--- config.mk ---
export PLATFORM = sky130hd
export DESIGN_NAME = csi2_frame_ctrl_flat
export DESIGN_NICKNAME = d
export VERILOG_FILES = /design/src/rtl/axi4_stream_if.sv /design/src/rtl/csi2_frame_ctrl.sv /design/src/flat_wrapper.sv
export SDC_FILE = /design/constraint.sdc
export NUM_CORES = 1
export LEC_CHECK = 0
export ABC_AREA = 1
export BUFFER_PORTS_ARGS = -buffer_cell sky130_fd_sc_hd__buf_2
export CAP_MARGIN = 20
export CELL_PAD_IN_SITES_DETAIL_PLACEMENT = 1
export CELL_PAD_IN_SITES_GLOBAL_PLACEMENT = 2
export CORE_ASPECT_RATIO = 1.4
export CORE_MARGIN = 2
export CORE_UTILIZATION = 25
export DETAILED_ROUTE_END_ITERATION = 16
export PLACE_DENSITY_LB_ADDON = 0.1
export SYNTH_ARGS = -nofsm -noshare
export SYNTH_HDL_FRONTEND = slang
export SYNTH_SLANG_ARGS = --single-unit
--- constraint.sdc ---
create_clock -name clk_i -period 6.35 [get_ports clk_i]
set_input_delay 0 -clock clk_i [delete_from_list [all_inputs] [get_ports clk_i]]
set_output_delay 0 -clock clk_i [all_outputs]
set_load 0.05 [all_outputs]
--- src/rtl/axi4_stream_if.sv ---
// AXI4-Stream bundle shared by the CSI-2 packet path.
// Signals: tdata/tvalid/tready handshake plus tlast, tuser, tstrb, tkeep, tid, tdest sidebands.
// Modports: master drives everything except tready; slave drives only tready.
interface axi4_stream_if #(
  parameter int unsigned DataW = 40,
  parameter int unsigned IdW   = 1,
  parameter int unsigned DestW = 1,
  parameter int unsigned UserW = 1
) ();
  localparam int unsigned StrbW = DataW / 8;

  logic [DataW-1:0] tdata;
  logic             tvalid;
  logic             tready;
  logic             tlast;
  logic [UserW-1:0] tuser;
  logic [StrbW-1:0] tstrb;
  logic [StrbW-1:0] tkeep;
  logic [IdW-1:0]   tid;
  logic [DestW-1:0] tdest;

  modport master (
    output tdata, tvalid, tlast, tuser, tstrb, tkeep, tid, tdest,
    input  tready
  );

  modport slave (
    input  tdata, tvalid, tlast, tuser, tstrb, tkeep, tid, tdest,
    output tready
  );
endinterface

--- src/rtl/csi2_frame_ctrl.sv ---
// CSI-2 packet sequencer between the header decoder and the RAW10 serializer.
// Tracks frame state from FS/FE short packets, forwards in-frame RAW10 long-packet payload with a
// generated line-end tlast, discards all other payload and flags protocol errors.
// Ports:
//   clk_i, srst_i                 clock, synchronous active-high reset
//   hdr_valid_i/hdr_ready_o       decoded header handshake, hdr_dt_i data type, hdr_wc_i word count
//   pld_i (slave)                 40-bit payload beats of the current long packet
//   pld_o (master)                forwarded payload to the serializer, tlast marks line end
//   frame_start_o, frame_end_o    one-cycle frame pulses
//   in_frame_o                    high between FS and FE
//   line_cnt_o, frame_lines_o     lines forwarded this frame / latched at the last FE
//   err_wc_o, err_unexp_o         one-cycle error pulses
module csi2_frame_ctrl #(
  parameter logic [5:0]  RAW_DT         = 6'h2B,
  parameter int unsigned BYTES_PER_BEAT = 5,
  parameter int unsigned LINE_CNT_W     = 16
) (
  input  logic                  clk_i,
  input  logic                  srst_i,
  input  logic                  hdr_valid_i,
  output logic                  hdr_ready_o,
  input  logic [5:0]            hdr_dt_i,
  input  logic [15:0]           hdr_wc_i,
  axi4_stream_if.slave          pld_i,
  axi4_stream_if.master         pld_o,
  output logic                  frame_start_o,
  output logic                  frame_end_o,
  output logic                  in_frame_o,
  output logic [LINE_CNT_W-1:0] line_cnt_o,
  output logic [LINE_CNT_W-1:0] frame_lines_o,
  output logic                  err_wc_o,
  output logic                  err_unexp_o
);
  localparam logic [5:0]  DtFs      = 6'h00;
  localparam logic [5:0]  DtFe      = 6'h01;
  localparam logic [5:0]  DtLongMin = 6'h10;
  localparam logic [15:0] BeatBytes = 16'(BYTES_PER_BEAT);

  typedef enum logic [1:0] {StIdle, StPass, StDrop} state_e;

  state_e                state_q;
  logic [15:0]           rem_q;
  logic                  in_frame_q;
  logic [LINE_CNT_W-1:0] line_cnt_q;
  logic [LINE_CNT_W-1:0] frame_lines_q;
  logic                  frame_start_q;
  logic                  frame_end_q;
  logic                  err_wc_q;
  logic                  err_unexp_q;

  logic beat_fire;
  logic last_beat;
  logic wc_aligned;

  // Remaining bytes fit in this beat, so it ends the packet.
  assign last_beat  = (rem_q <= BeatBytes);
  // Constant modulus: folds to fixed logic, no iterative divider.
  assign wc_aligned = ((hdr_wc_i % BeatBytes) == 16'd0);
  assign beat_fire  = pld_i.tvalid && pld_i.tready;

  assign hdr_ready_o   = (state_q == StIdle);
  assign frame_start_o = frame_start_q;
  assign frame_end_o   = frame_end_q;
  assign in_frame_o    = in_frame_q;
  assign line_cnt_o    = line_cnt_q;
  assign frame_lines_o = frame_lines_q;
  assign err_wc_o      = err_wc_q;
  assign err_unexp_o   = err_unexp_q;

  assign pld_o.tuser = '0;
  assign pld_o.tstrb = '1;
  assign pld_o.tkeep = '1;
  assign pld_o.tid   = '0;
  assign pld_o.tdest = '0;

  // Zero-latency pass-through in PASS; DROP sinks beats; IDLE stalls the payload source.
  always_comb begin
    pld_o.tdata  = pld_i.tdata;
    pld_o.tvalid = 1'b0;
    pld_o.tlast  = 1'b0;
    pld_i.tready = 1'b0;
    unique case (state_q)
      StPass: begin
        pld_o.tvalid = pld_i.tvalid;
        pld_o.tlast  = last_beat;
        pld_i.tready = pld_o.tready;
      end
      StDrop:  pld_i.tready = 1'b1;
      default: ;
    endcase
  end

  always_ff @(posedge clk_i) begin
    if (srst_i) begin
      state_q       <= StIdle;
      rem_q         <= '0;
      in_frame_q    <= 1'b0;
      line_cnt_q    <= '0;
      frame_lines_q <= '0;
      frame_start_q <= 1'b0;
      frame_end_q   <= 1'b0;
      err_wc_q      <= 1'b0;
      err_unexp_q   <= 1'b0;
    end else begin
      frame_start_q <= 1'b0;
      frame_end_q   <= 1'b0;
      err_wc_q      <= 1'b0;
      err_unexp_q   <= 1'b0;
      unique case (state_q)
        StIdle: begin
          if (hdr_valid_i) begin
            if (hdr_dt_i < DtLongMin) begin
              if (hdr_dt_i == DtFs) begin
                // A repeated FS restarts the frame and is also reported.
                err_unexp_q   <= in_frame_q;
                in_frame_q    <= 1'b1;
                line_cnt_q    <= '0;
                frame_start_q <= 1'b1;
              end else if (hdr_dt_i == DtFe) begin
                if (in_frame_q) begin
                  frame_end_q   <= 1'b1;
                  frame_lines_q <= line_cnt_q;
                  in_frame_q    <= 1'b0;
                end else begin
                  err_unexp_q <= 1'b1;
                end
              end
            end else begin
              rem_q <= hdr_wc_i;
              if (hdr_wc_i == 16'd0) begin
                err_wc_q <= (hdr_dt_i == RAW_DT);
              end else if (hdr_dt_i != RAW_DT) begin
                state_q <= StDrop;
              end else if (!in_frame_q) begin
                err_unexp_q <= 1'b1;
                state_q     <= StDrop;
              end else if (!wc_aligned) begin
                err_wc_q <= 1'b1;
                state_q  <= StDrop;
              end else begin
                state_q <= StPass;
              end
            end
          end
        end
        StPass, StDrop: begin
          if (beat_fire) begin
            rem_q <= last_beat ? 16'd0 : (rem_q - BeatBytes);
            if (last_beat) begin
              state_q <= StIdle;
              if ((state_q == StPass) && (line_cnt_q != '1)) begin
                line_cnt_q <= line_cnt_q + LINE_CNT_W'(1);
              end
            end
          end
        end
        default: state_q <= StIdle;
      endcase
    end
  end
endmodule
--- src/flat_wrapper.sv ---
// flat-port wrapper written by rule: the top's interface ports become plain ports
module csi2_frame_ctrl_flat 
#(
  parameter logic [5:0]  RAW_DT         = 6'h2B,
  parameter int unsigned BYTES_PER_BEAT = 5,
  parameter int unsigned LINE_CNT_W     = 16
)
  (clk_i, srst_i, hdr_valid_i, hdr_ready_o, hdr_dt_i, hdr_wc_i, frame_start_o, frame_end_o, in_frame_o, line_cnt_o, frame_lines_o, err_wc_o, err_unexp_o, pld_i_tdata, pld_i_tvalid, pld_i_tlast, pld_i_tuser, pld_i_tstrb, pld_i_tkeep, pld_i_tid, pld_i_tdest, pld_i_tready, pld_o_tdata, pld_o_tvalid, pld_o_tlast, pld_o_tuser, pld_o_tstrb, pld_o_tkeep, pld_o_tid, pld_o_tdest, pld_o_tready);
  axi4_stream_if pld_i_i ();
  axi4_stream_if pld_o_i ();
  input  logic clk_i;
  input  logic srst_i;
  input  logic hdr_valid_i;
  output logic hdr_ready_o;
  input  logic [5:0] hdr_dt_i;
  input  logic [15:0] hdr_wc_i;
  output logic frame_start_o;
  output logic frame_end_o;
  output logic in_frame_o;
  output logic [LINE_CNT_W-1:0] line_cnt_o;
  output logic [LINE_CNT_W-1:0] frame_lines_o;
  output logic err_wc_o;
  output logic err_unexp_o;
  input wire logic [$bits(pld_i_i.tdata)-1:0] pld_i_tdata;
  input wire logic [$bits(pld_i_i.tvalid)-1:0] pld_i_tvalid;
  input wire logic [$bits(pld_i_i.tlast)-1:0] pld_i_tlast;
  input wire logic [$bits(pld_i_i.tuser)-1:0] pld_i_tuser;
  input wire logic [$bits(pld_i_i.tstrb)-1:0] pld_i_tstrb;
  input wire logic [$bits(pld_i_i.tkeep)-1:0] pld_i_tkeep;
  input wire logic [$bits(pld_i_i.tid)-1:0] pld_i_tid;
  input wire logic [$bits(pld_i_i.tdest)-1:0] pld_i_tdest;
  output wire logic [$bits(pld_i_i.tready)-1:0] pld_i_tready;
  output wire logic [$bits(pld_o_i.tdata)-1:0] pld_o_tdata;
  output wire logic [$bits(pld_o_i.tvalid)-1:0] pld_o_tvalid;
  output wire logic [$bits(pld_o_i.tlast)-1:0] pld_o_tlast;
  output wire logic [$bits(pld_o_i.tuser)-1:0] pld_o_tuser;
  output wire logic [$bits(pld_o_i.tstrb)-1:0] pld_o_tstrb;
  output wire logic [$bits(pld_o_i.tkeep)-1:0] pld_o_tkeep;
  output wire logic [$bits(pld_o_i.tid)-1:0] pld_o_tid;
  output wire logic [$bits(pld_o_i.tdest)-1:0] pld_o_tdest;
  input wire logic [$bits(pld_o_i.tready)-1:0] pld_o_tready;
  assign pld_i_i.tdata = pld_i_tdata;
  assign pld_i_i.tvalid = pld_i_tvalid;
  assign pld_i_i.tlast = pld_i_tlast;
  assign pld_i_i.tuser = pld_i_tuser;
  assign pld_i_i.tstrb = pld_i_tstrb;
  assign pld_i_i.tkeep = pld_i_tkeep;
  assign pld_i_i.tid = pld_i_tid;
  assign pld_i_i.tdest = pld_i_tdest;
  assign pld_i_tready = pld_i_i.tready;
  assign pld_o_tdata = pld_o_i.tdata;
  assign pld_o_tvalid = pld_o_i.tvalid;
  assign pld_o_tlast = pld_o_i.tlast;
  assign pld_o_tuser = pld_o_i.tuser;
  assign pld_o_tstrb = pld_o_i.tstrb;
  assign pld_o_tkeep = pld_o_i.tkeep;
  assign pld_o_tid = pld_o_i.tid;
  assign pld_o_tdest = pld_o_i.tdest;
  assign pld_o_i.tready = pld_o_tready;
  csi2_frame_ctrl #(.RAW_DT(RAW_DT), .BYTES_PER_BEAT(BYTES_PER_BEAT), .LINE_CNT_W(LINE_CNT_W)) u_core (.clk_i(clk_i), .srst_i(srst_i), .hdr_valid_i(hdr_valid_i), .hdr_ready_o(hdr_ready_o), .hdr_dt_i(hdr_dt_i), .hdr_wc_i(hdr_wc_i), .pld_i(pld_i_i), .pld_o(pld_o_i), .frame_start_o(frame_start_o), .frame_end_o(frame_end_o), .in_frame_o(in_frame_o), .line_cnt_o(line_cnt_o), .frame_lines_o(frame_lines_o), .err_wc_o(err_wc_o), .err_unexp_o(err_unexp_o));
endmodule
After elaboration in Yosys (flattened, before gate mapping)
Index checks and enable logic that the tools add are counted.
{"block": "totals", "ff_bits": 55, "out_inout_bits": 94}
{"block": "classes", "n_addsub": 2, "div_mod_pow": 1, "order_cmp": 2, "eq_ne": 14, "muxes": 38, "n_bitwise": 5, "n_reduce_logical": 18}
{"operator": "$mux 16", "n": 10}
{"operator": "$pmux 16 s2", "n": 2}
{"operator": "$logic_not 16->1", "n": 2}
{"operator": "$add 16x1->16 const B", "n": 1}
{"operator": "$le 16x3->1 const B", "n": 1}
{"operator": "$mod 16x3->16 const B", "n": 1}
{"operator": "$mux 1", "n": 16}
{"operator": "$mux 2", "n": 8}
{"operator": "$ne 16x16->1 const B", "n": 1}
{"operator": "$sub 16x3->16 const B", "n": 1}
{"operator": "$ne 2x1->1 const B", "n": 5}
{"operator": "$reduce_and 4->1", "n": 2}
{"operator": "$reduce_or 4->1", "n": 2}
{"operator": "$reduce_and 7->1", "n": 1}
{"operator": "$eq 6x1->1 const B", "n": 1}
{"operator": "$eq 6x6->1 const B", "n": 1}
{"operator": "$logic_not 6->1", "n": 1}
{"operator": "$lt 6x5->1 const B", "n": 1}
{"operator": "$ne 2x2->1 const B", "n": 3}
{"operator": "$ne 6x6->1 const B", "n": 1}
{"operator": "$reduce_and 6->1", "n": 1}
{"operator": "$reduce_or 6->1", "n": 1}
{"operator": "$not 1->1", "n": 5}
{"operator": "$reduce_and 5->1", "n": 1}
{"operator": "other kinds (9)", "n": 11}

Logic depth before layout (Yosys ltp)
Gate-level depths: netlist of run 1.
{"block": "logic_depth", "word_depth": 9, "ltp_mapped": 73}

Worst setup path after synthesis of run 1
OpenSTA, ideal clock, no wires.
{"block": "synth_path", "path_type": "input -> register", "startpoint": "in hdr_wc_i[14]", "endpoint": "reg u_core.state_q[0]", "setup_time_ns": 0.124, "arrival_time_ns": 4.617, "t_required_ns": 6.226, "path_slack_ns": 1.609, "cell_stages": 60, "path_buffers": 0, "cell_sequence": "inv_1 nand3_1 nand2_1 clkinv_1 nand2_2 nand2_1 nand2_1 inv_1 nand2_2 nand2_4 a21oi_4 nand2_2 nand3_1 nand3_2 nand2_4 nand2_2 nand2_2 nand2_2 [... 24 more ...] nand3_1 nand2_1 inv_1 ha_1 inv_1 nand3_1 nand2_2 nand3_4 nand2_2 nand2_2 nor2_1 nand2_1 nand2_1 nand2_2 nand4_2 nor2_1 nor2_1 nor2_1"}
{"block": "synth_between", "elab_chain_cells": 9, "word_cells_on_any_way": 12, "classes_between": "1 x div; 1 x eq/ne; 7 x mux; 3 x reduce/logical"}
{"element": "start: declaration", "line": "flat_wrapper.sv:16", "rtl": "input logic [15:0] hdr_wc_i;"}
{"element": "$mod 16x3->16", "line": "csi2_frame_ctrl.sv:58", "rtl": "assign wc_aligned = ((hdr_wc_i % BeatBytes) == 16'd0);"}
{"element": "$logic_not 16->1", "line": "csi2_frame_ctrl.sv:58"}
{"element": "$mux 2", "line": "csi2_frame_ctrl.sv:137", "rtl": "end else if (!wc_aligned) begin"}
{"element": "$mux 2", "line": "csi2_frame_ctrl.sv:134", "rtl": "end else if (!in_frame_q) begin"}
{"element": "$mux 2", "line": "csi2_frame_ctrl.sv:132", "rtl": "end else if (hdr_dt_i != RAW_DT) begin"}
{"element": "$mux 2", "line": "csi2_frame_ctrl.sv:130", "rtl": "if (hdr_wc_i == 16'd0) begin"}
{"element": "$mux 2", "line": "csi2_frame_ctrl.sv:112", "rtl": "if (hdr_dt_i < DtLongMin) begin"}
{"element": "$mux 2", "line": "csi2_frame_ctrl.sv:111", "rtl": "if (hdr_valid_i) begin"}
{"element": "$pmux 2 s2", "line": "csi2_frame_ctrl.sv:109", "rtl": "unique case (state_q)"}
{"element": "end signal: assignment", "line": "csi2_frame_ctrl.sv:133", "rtl": "state_q <= StDrop;"}
{"element": "end signal: assignment", "line": "csi2_frame_ctrl.sv:136", "rtl": "state_q <= StDrop;"}
{"element": "end signal: assignment", "line": "csi2_frame_ctrl.sv:139", "rtl": "state_q <= StDrop;"}
{"element": "end: declaration", "line": "csi2_frame_ctrl.sv:41", "rtl": "state_e state_q;"}
Parallel ways exist; a longest one is shown, timed or not. The select of a mux whose other input is x is not followed.
A chain may end at the register's enable or synchronous reset.

Worst setup path after layout of run 1
Ends and elaborated chain as after synthesis.

==> flow_metrics.env, run 1 <==
export IMPL_outcome="finished, final reports clean"
export IMPL_startpoint="hdr_wc_i[14]"
export IMPL_cp_slowest_stage_delay_ns=0.21
export IMPL_wire_per_inst_um=13.63
export IMPL_place_area_mm2=0.004773
export IMPL_area_growth_pct=9.086
export IMPL_worst_setup_path_type="primary input to flop"
export IMPL_cts_sinks=55
export IMPL_crit_fanout=8
export IMPL_gp_congestion=0.7658
export IMPL_ant_nets=0
export IMPL_drt_wl_total_um=13420
export IMPL_cts_setup_buffers=0
export IMPL_synth_seq_cells=55
export IMPL_first_global_vias=4834
export IMPL_ir_drop_v=0.0002488
export IMPL_antennaDiodeCount=0
export IMPL_fin_setup_tns_ns=0
export IMPL_io_pins=175
export IMPL_htree_levels=2
export IMPL_worstSetupEndpointType="flop"
export IMPL_slew_headroom_pct=36.97
export IMPL_fp_dieW_um=117.6
export IMPL_die_area_mm2=0.01917
export IMPL_hold_viol_final=0
export IMPL_drive_above_1_share_pct=21.07
export IMPL_final_common_cell="nand2_1"
export IMPL_synthCells=719
export IMPL_crit_slowest_cell="o21a_2"
export IMPL_hold_class="primary input to primary output"
export IMPL_clock_path_buffers=2
export IMPL_path_depth=63
export IMPL_tightest_slew_ns=0.9445
export IMPL_min_to="pld_o_tdata[1]"
export IMPL_grt_pass1_wl_um=22750
export IMPL_p_clk_share_pct=12.3
export IMPL_seq_area_mm2=0.001101
export IMPL_cp_data_required_time_ns=6.54
export IMPL_drv_cap=0
export IMPL_rsz0062_at_grt="no"
export IMPL_clock_latency_ns=0.30
export IMPL_avgSynthCellArea_um2=6.282
export IMPL_ys_seq_area_share_pct=24.38
export IMPL_fin_area_mm2=0.004927
export IMPL_vias=4541
export IMPL_max_freq_ghz=0.1846
export IMPL_fillers=2371
export IMPL_netlist_cell_type_count=41
export IMPL_p_int_w=0.001053
export IMPL_initial_utilization_pct=25.30
export IMPL_die_height_um=163.0
export IMPL_multi_input_comb_area_mm2=0.002638
export IMPL_coreArea_mm2=0.01785
export IMPL_swShare_pct=53.95
export IMPL_root_buffer="clkbuf_16"
export IMPL_r2r_end="u_core.line_cnt_o[15]"
export IMPL_switchingPower_w=0.001233
export IMPL_route_detailed_drc=0
export IMPL_cp_common_cell="nand2_2"
export IMPL_power_leakage_nw=2.446
export IMPL_grt_ovfl_total=0
export IMPL_start_kind="primary input"
export IMPL_period_needed_ns=5.418
export IMPL_grt_max_degree=33
export IMPL_netlist_area_mm2=0.004517
export IMPL_reg2regPathDepth=24
export IMPL_gr_usage_all_layers_pct=14.01
export IMPL_finalCritPeriodShare_pct=85.33
export IMPL_reg2reg_setup_slack_ns=2.63
export IMPL_path_delay_family="simple AND/OR/NAND/NOR gates"
export IMPL_clkTransAtPathRegs_ns=0.07
export IMPL_setup_viol=0
export IMPL_seqPwrFrac_pct=18.0
export IMPL_grt_antenna_before_repair=1
export IMPL_finalPower_w=0.002286
export IMPL_drt_iter0_drc=137
export IMPL_cts_tree="done"
export IMPL_numCtsBuffers=5
export IMPL_setup_slack_ns=0.9318
export IMPL_final_max_slew_viol_count=0
export IMPL_skew_ns=0.005626
export IMPL_layout_common_cells="nand2_1 (128), inv_1 (83), nor2_1 (71), nand3_1 (69), buf_2 (67)"
export IMPL_min_delay_start="pld_i_tdata[1]"
export IMPL_dp_hpwl_um=10480
export IMPL_holdPathStages=0
export IMPL_vias_per_cell=4.610
export IMPL_nets=833
export IMPL_place_ws_ns=0.5418
export IMPL_dr_pass1_iters=4
export IMPL_io_buffer_count=67
export IMPL_row_count=58
export IMPL_synth_warnings=0
export IMPL_pwr_share_comb_pct=69.7
export IMPL_reg2reg_from="u_core.rem_q[0]"
export IMPL_power_density_mw_per_mm2=463.9
export IMPL_critPathBufInv=8
export IMPL_cp_arrival_ns=5.60
==> worst max path at each step <==
stage / endpoint / slack [ns]
2_1_floorplan: u_core.state_q[0] / 1.61
3_3_place_gp: u_core.state_q[0] / 0.74
3_5_place_dp: u_core.state_q[0] / 0.54
4_1_cts: u_core.state_q[0] / 0.83
5_1_grt: u_core.state_q[0] / 0.007
6_report: u_core.state_q[0] / 0.93
==> cells by family (layout without fill, tap and decap cells) <==
kind of cell               count (synthesis)  count (layout)  share of synthesized area [%]
and+or+nand+nor                          362             362                          38.48
buffers and inverters                    166             181                          18.20
AOI/OAI and AO/OA                        116             116                          14.63
DFF                                       55              55                          24.38
xor gates and xnor gates                  10              10                          1.939
adders and majority gates                  8               8                          2.216
other                                      2              13                         0.1663
==> timing repair <==
item	in CTS	in global routing
gates resized for setup	0	1
hold buffers	1	0
endpoints found under the hold margin	1	0
endpoints found under the setup margin	0	1
==> final cells by class <==
class                      count  area share, %
multi-input combinational    509          53.53
timing repair buffer          70          7.313
inverter                     103          7.847
clock buffer                   6          2.616
clock inverter                 2         0.2539
sequential                    55          22.35
tap                          240          6.094
==> synthesized netlist by cell type, drive strengths merged <==
cell,n,area [um^2]
clkbuf,10,37.54
conb,2,7.510
dfxtp,55,1101
ha,8,100.1
clkinv,4,15.01
buf,53,397.9
o32ai,1,8.760
and3,1,6.260
nor2,71,266.5
o21a,1,8.760
a31o,1,8.760
o21ai,47,239.0
nand2,172,768.2
a221oi,5,43.79
and2,1,6.260
nor4,7,43.79
or2,4,25.02
inv,99,371.6
nor3b,1,7.510
o221a,1,11.26
nand3,78,442.9
o211a,1,10.01
xnor2,8,70.07
o211ai,4,30.03
o2111ai,1,8.760
a31oi,1,12.51
a211oi,1,7.510
a21oi,52,271.5
nand4,15,106.4
nand3b,2,15.01
xor2,2,17.52
nor3,10,50.05
==> registers in the layout (all words and copies together) (netlist names) <==
signal,cells
u_core.frame_end_o,1
u_core.in_frame_o,1
u_core.state_q,2
u_core.line_cnt_o,16
u_core.frame_start_o,1
u_core.err_unexp_o,1
u_core.frame_lines_o,16
u_core.rem_q,16
u_core.err_wc_o,1
==> power by group through the flow <==
stage	Sequential, W	Combinational (W)	Clock, W
after floorplan	0.000414	0.00137	0
after global placement	0.000418	0.00158	0
after detailed placement	0.000420	0.00161	0
after CTS	0.000411	0.00162	0.000293
after global routing	0.000417	0.00185	0.000304
final	0.000411	0.00159	0.000281
==> per-layer routing <==
metal  track usage, %  up-vias  part of all wire [%]
met5                0        -                     0
met4            3.012        0                   1.0
met3            2.409       11                   3.5
met2            26.77       80                    51
met1            16.23     2132                    45
li1                 -     2318                     -
==> per-stage QoR <==
step	hold WS, ns	cells	util [%]
floorplan	0.1394	730	-
global placement	0.0003409	976	26.74
detailed placement	0.0003409	976	26.74
CTS	0.0003409	985	27.59
global route	0.00006623	985	27.60
finish	0.00001931	985	27.60
No activity file was read; power rests on OpenSTA's default activity.
==> run 2: changes to the inputs <==
--- a/config.mk
+++ b/config.mk
@@ -5,14 +5,14 @@
 export SDC_FILE = /design/constraint.sdc
 export NUM_CORES = 1
 export LEC_CHECK = 0
-export ABC_AREA = 1
+export ABC_AREA = 0
 export BUFFER_PORTS_ARGS = -buffer_cell sky130_fd_sc_hd__buf_2
 export CAP_MARGIN = 20
 export CELL_PAD_IN_SITES_DETAIL_PLACEMENT = 1
 export CELL_PAD_IN_SITES_GLOBAL_PLACEMENT = 2
 export CORE_ASPECT_RATIO = 1.4
 export CORE_MARGIN = 2
-export CORE_UTILIZATION = 25
+export CORE_UTILIZATION = 28
 export DETAILED_ROUTE_END_ITERATION = 16
 export PLACE_DENSITY_LB_ADDON = 0.1
 export SYNTH_ARGS = -nofsm -noshare
==> run 2 against run 1 <==
Effect of this change: synthesized area increased by 14%; cell area increased by 9.9%; sequential share of layout area decreased by 2.0 points; via count increased by 9.9%; cell count decreased by 6.8%; core utilization increased by 2.5 points; die area increased by 1.7%.
==> flow_metrics.env, run 2 <==
export IMPL_outcome="finished, final reports clean"
export IMPL_io_buffer_count=67
export IMPL_drv_cap=0
export IMPL_drt_wl_total_um=15860
export IMPL_cp_slowest_stage_delay_ns=0.45
export IMPL_gp_congestion=0.7920
export IMPL_worstSetupEndpointType="flop"
export IMPL_synth_warnings=0
export IMPL_vias_per_cell=5.436
export IMPL_cp_arrival_ns=5.92
export IMPL_switchingPower_w=0.0006714
export IMPL_p_clk_share_pct=18.8
export IMPL_yosys_area_top_type="dfxtp_1"
export IMPL_numCtsBuffers=5
export IMPL_synthTopCellsByCount="nand2_1 (67), nor2_1 (66), buf_4 (61)"
export IMPL_wire_per_inst_um=17.27
export IMPL_period_needed_ns=5.688
export IMPL_synth_edf_count=0
export IMPL_p_int_w=0.0008198
export IMPL_crit_fanout=20
export IMPL_synth_ff_type="dfxtp_1"
export IMPL_final_max_slew_viol_count=0
export IMPL_crit_slowest_cell="a2111oi_2"
export IMPL_layout_common_cells="nand2_1 (67), buf_2 (67), nor2_1 (66), dfxtp_1 (55), a21oi_1 (36)"
export IMPL_drive_above_1_share_pct=19.03
export IMPL_ir_drop_v=0.0001190
export IMPL_initial_utilization_pct=28.59
export IMPL_fillers=2286
export IMPL_rsz0062_at_grt="no"
export IMPL_row_count=58
export IMPL_ys_seq_area_share_pct=21.40
export IMPL_vias=4990
export IMPL_synthCells=681
export IMPL_path_delay_family="compound AO/OA/AOI/OAI gates"
export IMPL_fin_setup_tns_ns=0
export IMPL_netlist_area_mm2=0.005145
export IMPL_clock_path_buffers=2
export IMPL_power_density_mw_per_mm2=275.4
export IMPL_dp_hpwl_um=12110
export IMPL_area_growth_pct=5.229
export IMPL_swShare_pct=45.02
export IMPL_nets=767
export IMPL_hold_class="primary input to primary output"
export IMPL_grt_pass1_wl_um=26060
export IMPL_synthTopCellsByArea="dfxtp_1 (21%), buf_4 (8.9%), nand2_1 (4.9%), nor2_1 (4.8%), a21oi_1 (3.6%)"
export IMPL_async_flop_share_pct=0
export IMPL_finalCritPeriodShare_pct=89.58
export IMPL_skew_ns=0.006666
export IMPL_synth_top_cell_area_share_pct=21.40
export IMPL_grt_ovfl_total=0
export IMPL_route_detailed_drc=0
export IMPL_grt_max_degree=44
export IMPL_avgSynthCellArea_um2=7.555
export IMPL_start_kind="primary input"
export IMPL_setup_viol=0
export IMPL_coreArea_mm2=0.01800
export IMPL_hold_viol_final=0
export IMPL_root_buffer="clkbuf_16"
export IMPL_power_leakage_nw=2.057
export IMPL_dp_cells=910
export IMPL_htree_levels=2
export IMPL_antennaDiodeCount=0
export IMPL_slew_headroom_pct=32.75
export IMPL_io_pins=175
export IMPL_dr_pass1_iters=4
export IMPL_finalNonFillerCells=918
export IMPL_drt_iter0_drc=207
export IMPL_clock_latency_ns=0.29
export IMPL_max_freq_ghz=0.1758
export IMPL_tightest_slew_ns=1.009
export IMPL_reg2reg_setup_slack_ns=2.28
export IMPL_ant_nets=0
export IMPL_critPathBufInv=3
export IMPL_cts_sinks=55
export IMPL_first_global_vias=5092
export IMPL_netlist_cell_type_count=98
export IMPL_pwr_share_comb_pct=53.7
export IMPL_gr_usage_all_layers_pct=16.07
export IMPL_cp_data_required_time_ns=6.59
export IMPL_synth_seq_cells=55
export IMPL_grt_antenna_before_repair=0
export IMPL_synthMostInstantiatedCell="nand2_1"
export IMPL_die_area_mm2=0.01949
export IMPL_die_height_um=164.4
export IMPL_finalPower_w=0.001491
export IMPL_cts_tree="done"
export IMPL_seqPwrFrac_pct=27.5
export IMPL_clkTransAtPathRegs_ns=0.07
export IMPL_worst_setup_path_type="primary input to flop"
export IMPL_fp_dieW_um=118.6
-- run 2: changes by cell type in the layout (fill, tap and decap cells not counted), moves of 10 or more --
cell and change:
inv_2 -15, a22oi_1 +10, nor3_1 +13, nand2_1 -61, o21ai_0 -11, nand3_1 -43
a21oi_1 -15, nand2_2 -39, inv_1 -60
-- run 2: power groups by stage --
stage | clock, W | combinational, W | sequential, W
floorplan | 0 | 0.000706 | 0.000409
global placement | 0 | 0.000788 | 0.000417
detailed placement | 0 | 0.000806 | 0.000418
CTS | 0.000295 | 0.000812 | 0.000410
global route | 0.000309 | 0.000896 | 0.000414
finish | 0.000280 | 0.000801 | 0.000410
-- run 2: layer usage --
layer,vias to the layer above,global-route usage [%],wire (um)
met5,-,0,0
met4,0,3.734,163
met3,11,2.244,475
met2,103,31.61,8552
met1,2451,18.08,6665
li1,2425,-,-
-- run 2: worst register-to-register path: cells and delay by family, from the launching register on --
kind / cells / cell delay, ns
AO/OA/AOI/OAI: 2 / 0.55
AND/OR/NAND/NOR: 9 / 3.08
flip-flops: 1 / 0.37
-- run 2: repair_timing --
item	4_1_cts	5_1_grt
setup endpoints to repair	0	2
buffers inserted	0	0
gates resized for setup	0	1
hold buffers	1	0
endpoints found under the hold margin	1	0
-- run 2: area by class of cell --
type	count	area (um^2)	share of cell area [%]
multi-input combinational	512	3354	61.96
sequential	55	1101	20.34
timing repair buffer	76	409.1	7.557
tap	240	300.3	5.547
clock buffer	6	138.9	2.565
inverter	28	105.1	1.941
clock inverter	1	5.005	0.09244
-- run 2: stage by stage --
step	hold slack (ns)	worst slack [ns]	cell area, um^2	util, %
6_report	0.00002197	0.6616	5414	30.08
5_1_grt	0.00007184	0.1587	5414	30.08
4_1_cts	0.0003409	0.5359	5410	30.06
3_5_place_dp	0.0003409	0.2372	5256	29.21
3_3_place_gp	0.0003409	0.3537	5245	29.14
2_1_floorplan	0.09561	1.275	5186	-
-- run 2: kinds of logic (layout without fill, tap and decap cells) --
logic type,count (synthesis),in the layout,share of synthesized area [%]
buf+inv,125,111,14.28
xor+xnor,18,18,3.210
simple gates,264,264,26.17
flops,55,55,21.40
fa+ha+maj,8,8,1.946
mux,9,9,1.824
compound gates,200,200,31.03
other cells,2,13,0.1460
-- run 2: worst paths after layout --
path              depth (start not counted)                    start                       to
setup reg to reg                         11          u_core.rem_q[4]    u_core.line_cnt_o[13]
setup / recovery                         25             hdr_wc_i[13]          u_core.err_wc_o
hold / removal                            0          pld_i_tdata[18]          pld_o_tdata[18]
hold reg to reg                           2  u_core.frame_lines_o[2]  u_core.frame_lines_o[2]
